$ cat src/rtl/pipe_sched_pkg.sv
// Shared decode constants, scheduler state encodings and instruction
// classification helpers for the five-stage MIPS core.
package pipe_sched_pkg;

    localparam logic [5:0] OPCODE_RTYPE = 6'h00;
    localparam logic [5:0] OPCODE_BEQ   = 6'h04;
    localparam logic [5:0] OPCODE_BNE   = 6'h05;
    localparam logic [5:0] OPCODE_MUL   = 6'h1C;
    localparam logic [5:0] OPCODE_SW    = 6'h2B;

    localparam logic [5:0] FUNC_JR    = 6'h08;
    localparam logic [5:0] FUNC_MULT  = 6'h18;
    localparam logic [5:0] FUNC_MULTU = 6'h19;
    localparam logic [5:0] FUNC_DIV   = 6'h1A;
    localparam logic [5:0] FUNC_DIVU  = 6'h1B;

    localparam int MD_CNT_WIDTH = 4;

    typedef enum logic [1:0] {
        PS_RUN     = 2'd0,
        PS_MD_BUSY = 2'd1,
        PS_DRAIN   = 2'd2,
        PS_HALTED  = 2'd3
    } ps_state_e;

    function automatic logic is_div_op(input logic [5:0] op, input logic [5:0] fn);
        return (op == OPCODE_RTYPE) && ((fn == FUNC_DIV) || (fn == FUNC_DIVU));
    endfunction

    function automatic logic is_md_op(input logic [5:0] op, input logic [5:0] fn);
        return ((op == OPCODE_RTYPE) && ((fn == FUNC_MULT) || (fn == FUNC_MULTU)))
            || is_div_op(op, fn) || (op == OPCODE_MUL);
    endfunction

    function automatic logic is_br_op(input logic [5:0] op, input logic [5:0] fn);
        return (op == OPCODE_BEQ) || (op == OPCODE_BNE)
            || ((op == OPCODE_RTYPE) && (fn == FUNC_JR));
    endfunction

    function automatic logic uses_rt(input logic [5:0] op);
        return (op == OPCODE_RTYPE) || (op == OPCODE_BEQ) || (op == OPCODE_BNE)
            || (op == OPCODE_SW) || (op == OPCODE_MUL);
    endfunction

endpackage

$ cat src/rtl/pipe_sched_hazard_cmp.sv
// Combinational register-dependency comparators: load-use and branch
// hazard terms plus the raw EX/MEM branch-operand forward selects.
module hazard_cmp
    import pipe_sched_pkg::*;
(
    input  logic       id_valid_i,
    input  logic [5:0] id_op_i,
    input  logic [5:0] id_fn_i,
    input  logic [4:0] id_rs_i,
    input  logic [4:0] id_rt_i,
    input  logic [4:0] ex_dst_i,
    input  logic       ex_reg_write_i,
    input  logic       ex_mem_read_i,
    input  logic [4:0] mem_dst_i,
    input  logic       mem_reg_write_i,
    input  logic       mem_mem_read_i,
    output logic       lu_o,
    output logic       bx_o,
    output logic       bm_o,
    output logic       fw_a_o,
    output logic       fw_b_o
);

    logic br_s;
    logic rt_used_s;
    logic ex_match_s;
    logic mem_match_s;
    logic mem_alu_s;

    // Dependency matches; register 0 never creates a hazard or forward.
    always_comb begin
        br_s        = is_br_op(id_op_i, id_fn_i);
        rt_used_s   = uses_rt(id_op_i);
        ex_match_s  = (ex_dst_i != 5'd0) &&
                      ((ex_dst_i == id_rs_i) || (rt_used_s && (ex_dst_i == id_rt_i)));
        mem_match_s = (mem_dst_i != 5'd0) &&
                      ((mem_dst_i == id_rs_i) || (rt_used_s && (mem_dst_i == id_rt_i)));
        mem_alu_s   = mem_reg_write_i && !mem_mem_read_i && (mem_dst_i != 5'd0);

        lu_o   = id_valid_i && ex_mem_read_i && ex_match_s;
        bx_o   = id_valid_i && br_s && ex_reg_write_i && ex_match_s;
        bm_o   = id_valid_i && br_s && mem_mem_read_i && mem_match_s;
        fw_a_o = br_s && mem_alu_s && (mem_dst_i == id_rs_i);
        fw_b_o = br_s && mem_alu_s && (mem_dst_i == id_rt_i);
    end

endmodule

$ cat src/rtl/pipe_sched.sv
// Hazard/resource scheduler: decode stall and branch forwarding, shared
// multiply/divide unit arbitration and the drain-and-halt sequence.
module pipe_sched
    import pipe_sched_pkg::*;
#(
    parameter int MULT_CYCLES  = 4,
    parameter int DIV_CYCLES   = 8,
    parameter int DRAIN_CYCLES = 3
) (
    input  logic       clk_87,
    input  logic       rst_n_87,
    input  logic       id_valid_87,
    input  logic [5:0] id_op_87,
    input  logic [5:0] id_fn_87,
    input  logic [4:0] id_rs_87,
    input  logic [4:0] id_rt_87,
    input  logic [4:0] ex_dst_87,
    input  logic       ex_reg_write_87,
    input  logic       ex_mem_read_87,
    input  logic [4:0] mem_dst_87,
    input  logic       mem_reg_write_87,
    input  logic       mem_mem_read_87,
    input  logic       halt_req_87,
    output logic       stall_87,
    output logic       branch_fw_a_87,
    output logic       branch_fw_b_87,
    output logic       md_busy_87,
    output logic       md_done_87,
    output logic       halted_87
);

    localparam logic [MD_CNT_WIDTH-1:0] MULT_LOAD  = MD_CNT_WIDTH'(MULT_CYCLES - 1);
    localparam logic [MD_CNT_WIDTH-1:0] DIV_LOAD   = MD_CNT_WIDTH'(DIV_CYCLES - 1);
    localparam logic [MD_CNT_WIDTH-1:0] DRAIN_LOAD = MD_CNT_WIDTH'(DRAIN_CYCLES - 1);
    localparam logic [MD_CNT_WIDTH-1:0] CNT_ZERO   = '0;

    ps_state_e                state_q, state_d;
    logic [MD_CNT_WIDTH-1:0]  cnt_q, cnt_d;
    logic                     halt_pend_q, halt_pend_d;

    logic lu_s, bx_s, bm_s, fw_a_raw_s, fw_b_raw_s;
    logic md_op_s, hz_stall_s;
    logic stall_s, fw_a_s, fw_b_s, md_busy_s, md_done_s, halted_s;

    hazard_cmp u_hazard_cmp (
        .id_valid_i      (id_valid_87),
        .id_op_i         (id_op_87),
        .id_fn_i         (id_fn_87),
        .id_rs_i         (id_rs_87),
        .id_rt_i         (id_rt_87),
        .ex_dst_i        (ex_dst_87),
        .ex_reg_write_i  (ex_reg_write_87),
        .ex_mem_read_i   (ex_mem_read_87),
        .mem_dst_i       (mem_dst_87),
        .mem_reg_write_i (mem_reg_write_87),
        .mem_mem_read_i  (mem_mem_read_87),
        .lu_o            (lu_s),
        .bx_o            (bx_s),
        .bm_o            (bm_s),
        .fw_a_o          (fw_a_raw_s),
        .fw_b_o          (fw_b_raw_s)
    );

    // Next-state and per-state outputs; halt outranks issuing a mult/div.
    always_comb begin
        md_op_s     = id_valid_87 && is_md_op(id_op_87, id_fn_87);
        hz_stall_s  = lu_s || bx_s || bm_s || (md_op_s && (state_q != PS_RUN));
        state_d     = state_q;
        cnt_d       = cnt_q;
        halt_pend_d = halt_pend_q;
        stall_s     = 1'b1;
        md_busy_s   = 1'b0;
        md_done_s   = 1'b0;
        halted_s    = 1'b0;
        case (state_q)
            PS_RUN: begin
                stall_s     = hz_stall_s;
                halt_pend_d = 1'b0;
                if (halt_req_87) begin
                    state_d = PS_DRAIN;
                    cnt_d   = DRAIN_LOAD;
                end else if (md_op_s && !hz_stall_s) begin
                    state_d = PS_MD_BUSY;
                    cnt_d   = is_div_op(id_op_87, id_fn_87) ? DIV_LOAD : MULT_LOAD;
                end else begin
                    state_d = PS_RUN;
                end
            end
            PS_MD_BUSY: begin
                stall_s   = hz_stall_s;
                md_busy_s = 1'b1;
                if (cnt_q == CNT_ZERO) begin
                    md_done_s   = 1'b1;
                    halt_pend_d = 1'b0;
                    if (halt_pend_q || halt_req_87) begin
                        state_d = PS_DRAIN;
                        cnt_d   = DRAIN_LOAD;
                    end else begin
                        state_d = PS_RUN;
                    end
                end else begin
                    cnt_d       = cnt_q - {{(MD_CNT_WIDTH-1){1'b0}}, 1'b1};
                    halt_pend_d = halt_pend_q || halt_req_87;
                end
            end
            PS_DRAIN: begin
                if (cnt_q == CNT_ZERO) begin
                    state_d = PS_HALTED;
                end else begin
                    cnt_d = cnt_q - {{(MD_CNT_WIDTH-1){1'b0}}, 1'b1};
                end
            end
            PS_HALTED: begin
                halted_s = 1'b1;
            end
            default: begin
                state_d = PS_RUN;
                cnt_d   = CNT_ZERO;
            end
        endcase
        fw_a_s = fw_a_raw_s && !stall_s;
        fw_b_s = fw_b_raw_s && !stall_s;
    end

    // Scheduler state, shared occupancy/drain counter and sticky halt request.
    always_ff @(posedge clk_87 or negedge rst_n_87) begin
        if (!rst_n_87) begin
            state_q     <= PS_RUN;
            cnt_q       <= CNT_ZERO;
            halt_pend_q <= 1'b0;
        end else begin
            state_q     <= state_d;
            cnt_q       <= cnt_d;
            halt_pend_q <= halt_pend_d;
        end
    end

    // Decode sees zero-latency outputs, held low while reset is asserted.
    always_comb begin
        stall_87       = rst_n_87 && stall_s;
        branch_fw_a_87 = rst_n_87 && fw_a_s;
        branch_fw_b_87 = rst_n_87 && fw_b_s;
        md_busy_87     = rst_n_87 && md_busy_s;
        md_done_87     = rst_n_87 && md_done_s;
        halted_87      = rst_n_87 && halted_s;
    end

endmodule

$ cat config.mk
export PLATFORM = sky130hd
export DESIGN_NAME = pipe_sched
export DESIGN_NICKNAME = d
export VERILOG_FILES = /design/src/rtl/pipe_sched_pkg.sv /design/src/rtl/pipe_sched_hazard_cmp.sv /design/src/rtl/pipe_sched.sv
export SDC_FILE = /design/constraint.sdc
export NUM_CORES = 1
export LEC_CHECK = 0
export BUFFER_PORTS_ARGS = -buffer_cell sky130_fd_sc_hd__buf_2
export CORE_AREA = 4 4 53 55
export CTS_CLUSTER_SIZE = 16
export DETAILED_ROUTE_END_ITERATION = 16
export DIE_AREA = 0 0 57 59
export PLACE_DENSITY = 0.75
export SLEW_MARGIN = 20
export SYNTH_ARGS = -nofsm -noshare
export SYNTH_HDL_FRONTEND = slang
export SYNTH_SLANG_ARGS = --single-unit
$ cat constraint.sdc
create_clock -name clk_87 -period 2.5 [get_ports clk_87]
set_input_delay 0.125 -clock clk_87 [delete_from_list [all_inputs] [get_ports clk_87]]
set_output_delay 0.125 -clock clk_87 [all_outputs]
set_load 0.01 [all_outputs]
# Yosys cells after proc, flatten, opt, wreduce, memory -nomap -nowiden
# Index checks and enable logic that the tools add are counted.
# W data, S select, Z words.
# totals
reg_bits,7
inputBits,40
out_inout_bits,6
word_cells,105
# op_classes
add_sub_neg,1
n_eq_ne,21
mux,20
reduce_logical,60
# op_table
operator,count
$eq A6 B5 Y1 const B,5
$logic_and A1 B1 Y1,30
$eq A5 B5 Y1,4
$mux W4,5
$logic_or A1 B1 Y1,16
$eq A6 B3 Y1 const B,2
$pmux W4 S3,1
$reduce_bool A5 Y1,2
$mux W2,4
$mux W1,7
$eq A6 B4 Y1 const B,1
$eq A6 B6 Y1 const B,1
$logic_not A6 Y1,1
$ne A2 B2 Y1 const B,3
$ne A3 B3 Y1 const B,2
$pmux W2 S3,1
$eq A2 B2 Y1 const B,2
$logic_not A4 Y1,1
$reduce_and A4 Y1,1
$reduce_bool A2 Y1,2
$sub A4 B1 Y4 const B,1
$logic_not A1 Y1,3
$mux W3,1
$reduce_and A3 Y1,1
other kinds (5),5

# Depth between registers and ports, before layout
# logic_depth
word_depth,17
depth_mapped,9
depth_no_buf,9

# Hierarchy
# From an unflattened synthesis, not the netlist that was laid out.
# unflattened
hier_cells,129
area_unflattened_um2,1049.8
# modules_own_cells
module,n_inst,cells_per_inst,area_each_um2
pipe_sched,1,76,671.9
hazard_cmp,1,53,377.9

# Least setup slack after synthesis
# No wires, ideal clock.
# synth_timing
kind,reg2reg
from,register cnt_q[0]
to,register cnt_q[3]
setup_ns,0.139
arrival_ns,1.767
t_required_ns,2.361
slack_ns,0.594
stages_incl_launch_ff,10
n_path_buf,0
period_less_slack_ns,1.906
cell_sequence,dfrtp_1 -> inv_1 -> ha_1 -> nor3b_2 -> nor2_1 -> o21ai_0 -> nor2_1 -> o31a_1 -> o41ai_2 -> o31ai_1
# synth_between
elab_chain_len,3
# synth_rtl
item,line_no,source
from (decl),pipe_sched.sv:38,"logic [MD_CNT_WIDTH-1:0] cnt_q, cnt_d;"
from (signal assigned),pipe_sched.sv:133,cnt_q <= cnt_d;
$sub A4 B1 Y4 / $logic_not A4 Y1 (equally long branches),-,
$mux W4 (tied with other cells),pipe_sched.sv:107,if (cnt_q == CNT_ZERO) begin
$pmux W4 S3 / $reduce_and A4 Y1 (equally long branches),-,
# Parallel ways exist; a longest one is shown, timed or not. The select of a mux whose other input is x is not followed.
# A chain may end at the register's enable or synchronous reset.

# Final worst setup path
# layout_timing
from,input id_op_87[1]
to,output branch_fw_b_87
# layout_between
elab_chain_len,16
# layout_rtl
item,line_no,source
from (decl),pipe_sched.sv:13,"input logic [5:0] id_op_87,"
$eq A6 B3 Y1 / $logic_not A6 Y1 (equally long branches),-,
$logic_or A1 B1 Y1 (2 in a row),pipe_sched_pkg.sv:41,return (op == OPCODE_RTYPE) || (op == OPCODE_BEQ) || (op == OPCODE_BNE)
$logic_or A1 B1 Y1 (2 in a row),pipe_sched_pkg.sv:42,|| (op == OPCODE_SW) || (op == OPCODE_MUL);
$logic_and A1 B1 Y1,pipe_sched_hazard_cmp.sv:35,((ex_dst_i == id_rs_i) || (rt_used_s && (ex_dst_i == id_rt_i)));
$logic_or A1 B1 Y1,pipe_sched_hazard_cmp.sv:35,
$logic_and A1 B1 Y1,pipe_sched_hazard_cmp.sv:34,ex_match_s = (ex_dst_i != 5'd0) &&
$logic_and A1 B1 Y1 (on tied branches),"pipe_sched_hazard_cmp.sv:40, pipe_sched_hazard_cmp.sv:41",
$logic_or A1 B1 Y1 (3 in a row),pipe_sched.sv:67,hz_stall_s = lu_s || bx_s || bm_s || (md_op_s && (state_q != PS_RUN));
$mux W1,pipe_sched.sv:75,case (state_q)
$logic_not A1 Y1,pipe_sched.sv:122,fw_b_s = fw_b_raw_s && !stall_s;
$logic_and A1 B1 Y1 (*),pipe_sched.sv:122,
$logic_and A1 B1 Y1 (*),pipe_sched.sv:142,branch_fw_b_87 = rst_n_87 && fw_b_s;
to (decl),pipe_sched.sv:26,"output logic branch_fw_b_87,"
# Every way passes the cells marked *; elsewhere a longest branch is shown, timed or not.

==> qor.yml <==
intPower_uw: 234
dpl.hpwl_um: 2650
nFillCells: 224
p_switching_uw: 109
grt_pass1_wl_um: 5180
critPathCapture: "branch_fw_b_87"
synth_area_um2: 1050
drt-total-wl_um: 3150
syn_to_final_growth_pct: 29.3
cts_buffers: 3
layout_commonest_cell: "buf_2"
die_height_um: 59
critical_path_arrival_ns: 2.02
critPathMaxFanout: 4
worstSkewPairLatency_ns: 0.26
required_ns: 2.38
synth-edff-count: 0
cts_buffer_depth: 2
slowest_delay_ns: 0.45
crit_path_start: "id_op_87[1]"
synth_ff_type: "dfrtp_1"
worst_slack_ns: 0.355
finalSetupTns_ns: 0
grt_pass1_vias: 1238
core_area_um2: 2390
powerDensity_nw_per_um2: 253
max_slew_margin: 0.693
avgSynthCellArea_um2: 7.98
gr-total-overflow: 0
cts-root-buf: "clkbuf_4"
io_buffers: 45
rsz0062_at_grt: "no"
die-area_um2: 3360
swShare: 0.317
yosysWarnings: 0
cellLeakagePower_uw: 0.000605
synth_cells: 131
htreeDepth: 1
end_kind: "output pin"
async_flop_share: 1.00
cts_tree: "yes"
ys_seq_area_frac: 0.167
period_share: 0.858
cp_slowest_cell: "nor4_1"
ff2ff_setup_slack_ns: 0.48
cts_resized: 0
ys_types: 43
final_cell_mix: "buf_2, xnor2_1, nor2_1"
startpoint_type: "input pin"
setup_viol: 0
ys_seq_elements: 7
hold_class: "in2async"
period_minus_slack_ns: 2.14
cp.depth: 9
fp-row-count: 18
place_ws_ns: 0.355
drt_iter0_drc: 42
route.detailed.drc: 0
pin_count: 46
reg2regPathDepth: 10
fp.dieW_um: 57
crit_chain: "buf_2 -> nor4_1 -> nand4b_1 -> a21oi_1 -> nand3_1 -> o22ai_1 -> nor2_1 -> and4_1 -> buf_2"
crit_top_cell: "buf_2"
seq_power_share: 0.341
avgRoutedWirePerCell_um: 14.8
cts_setup_buffers: 0
syn-num-nets: 178
num_vias: 1207
crit_buf_inv: 2
grt_max_degree: 12
worstMarginPinSlew_ns: 0.456
place_congestion: 1.03
cp_top_family: "simple AND/OR/NAND/NOR gates"
skew_ns: 0.00472
fmax_ghz: 0.466
ir_drop_v: 0.000271
viasPerCell: 5.69
rr_endpoint: "cnt_q[2]"
dr.pass1.iters: 4
drive_gt1_frac: 0.324
drv_cap: 0
ant_nets: 0
setup.worst_path.class: "in2out"
status: "complete, no violations"
r2r_start: "state_q[1]"
comb_power_share: 0.347
antenna_found_initial: 0
cts_hold_buf: 1
p_clk_frac: 0.312
clkTransAtPathRegs_ns: 0.05
slew_violations: 0
start_util: 0.438
num_antenna_cells: 0
hold_violations: 0
layout.nets: 230
cts.sinks: 7
grt_usage: 0.195
-- sequential cells by signal (all words and copies together) (netlist names) --
register,flops
cnt_q,4
state_q,2
halt_pend_q,1
-- worst min-delay path by stage --
stage,startpoint,endpoint,slack [ns]
final,rst_n_87,halt_pend_q,0.25
after global routing,halt_req_87,cnt_q[2],0.25
after CTS,halt_req_87,cnt_q[2],0.25
after detailed placement,rst_n_87,cnt_q[1],-0.0009
after global placement,rst_n_87,cnt_q[1],-0.007
after floorplan,rst_n_87,cnt_q[0],-0.17
-- through the flow --
step                      cell area (um^2)   util  cells  hold slack (ns)  total power, uW
final                                 1350  0.567    212            0.246              343
after global routing                  1350  0.567    212            0.252              361
after CTS                             1350  0.567    212            0.251              342
after detailed placement              1320  0.551    207        -0.000917              235
after global placement                1320  0.551    207         -0.00655              229
after floorplan                       1050      -    131           -0.171              171
-- power groups by stage --
stage                     registers (uW)  logic [uW]  clock network [uW]
after global placement               119         111                   0
after detailed placement             119         116                   0
after CTS                            117         118                 107
after global routing                 117         128                 116
final                                117         119                 107
after floorplan                      118        52.4                   0
-- kinds of logic after synthesis --
| family | share of synthesized area |
|---|---|
| AND/OR/NAND/NOR | 0.289 |
| adder cells (fa/ha/maj) | 0.0837 |
| AO/OA/AOI/OAI | 0.245 |
| multiplexers | 0.0215 |
| buffers and inverters | 0.0251 |
| flip-flops | 0.167 |
| XOR/XNOR | 0.167 |
-- synth_stat cells (all sizes together) (3+ instances only) --
library cell / count / area, um^2
dfrtp: 7 / 175
nor3: 8 / 45.0
ha: 7 / 87.6
o21ai: 8 / 43.8
inv: 7 / 26.3
xnor2: 12 / 105
nand2: 7 / 26.3
nor4: 3 / 18.8
nor3b: 3 / 27.5
and2: 3 / 18.8
nor2: 12 / 45.0
a21oi: 9 / 52.6
nand3: 5 / 25.0
xor2: 8 / 70.1
o22ai: 3 / 18.8
-- per-layer routing --
metal / vias to the layer above / GRT usage / wire, um
met3: 11 / 0.0305 / 229
met4: 0 / 0.113 / 104
met5: - / 0 / 0
met2: 52 / 0.372 / 1580
met1: 558 / 0.201 / 1240
li1: 586 / - / -
-- cell type report --
class	count	area (um^2)	area share
Clock buffer	4	26.3	0.0194
Multi-Input combinational cell	117	845	0.624
Inverter	7	26.3	0.0194
Tap cell	30	37.5	0.0278
Sequential cell	7	175	0.130
Timing Repair Buffer	47	243	0.179
(Power assumes the default switching activity.)
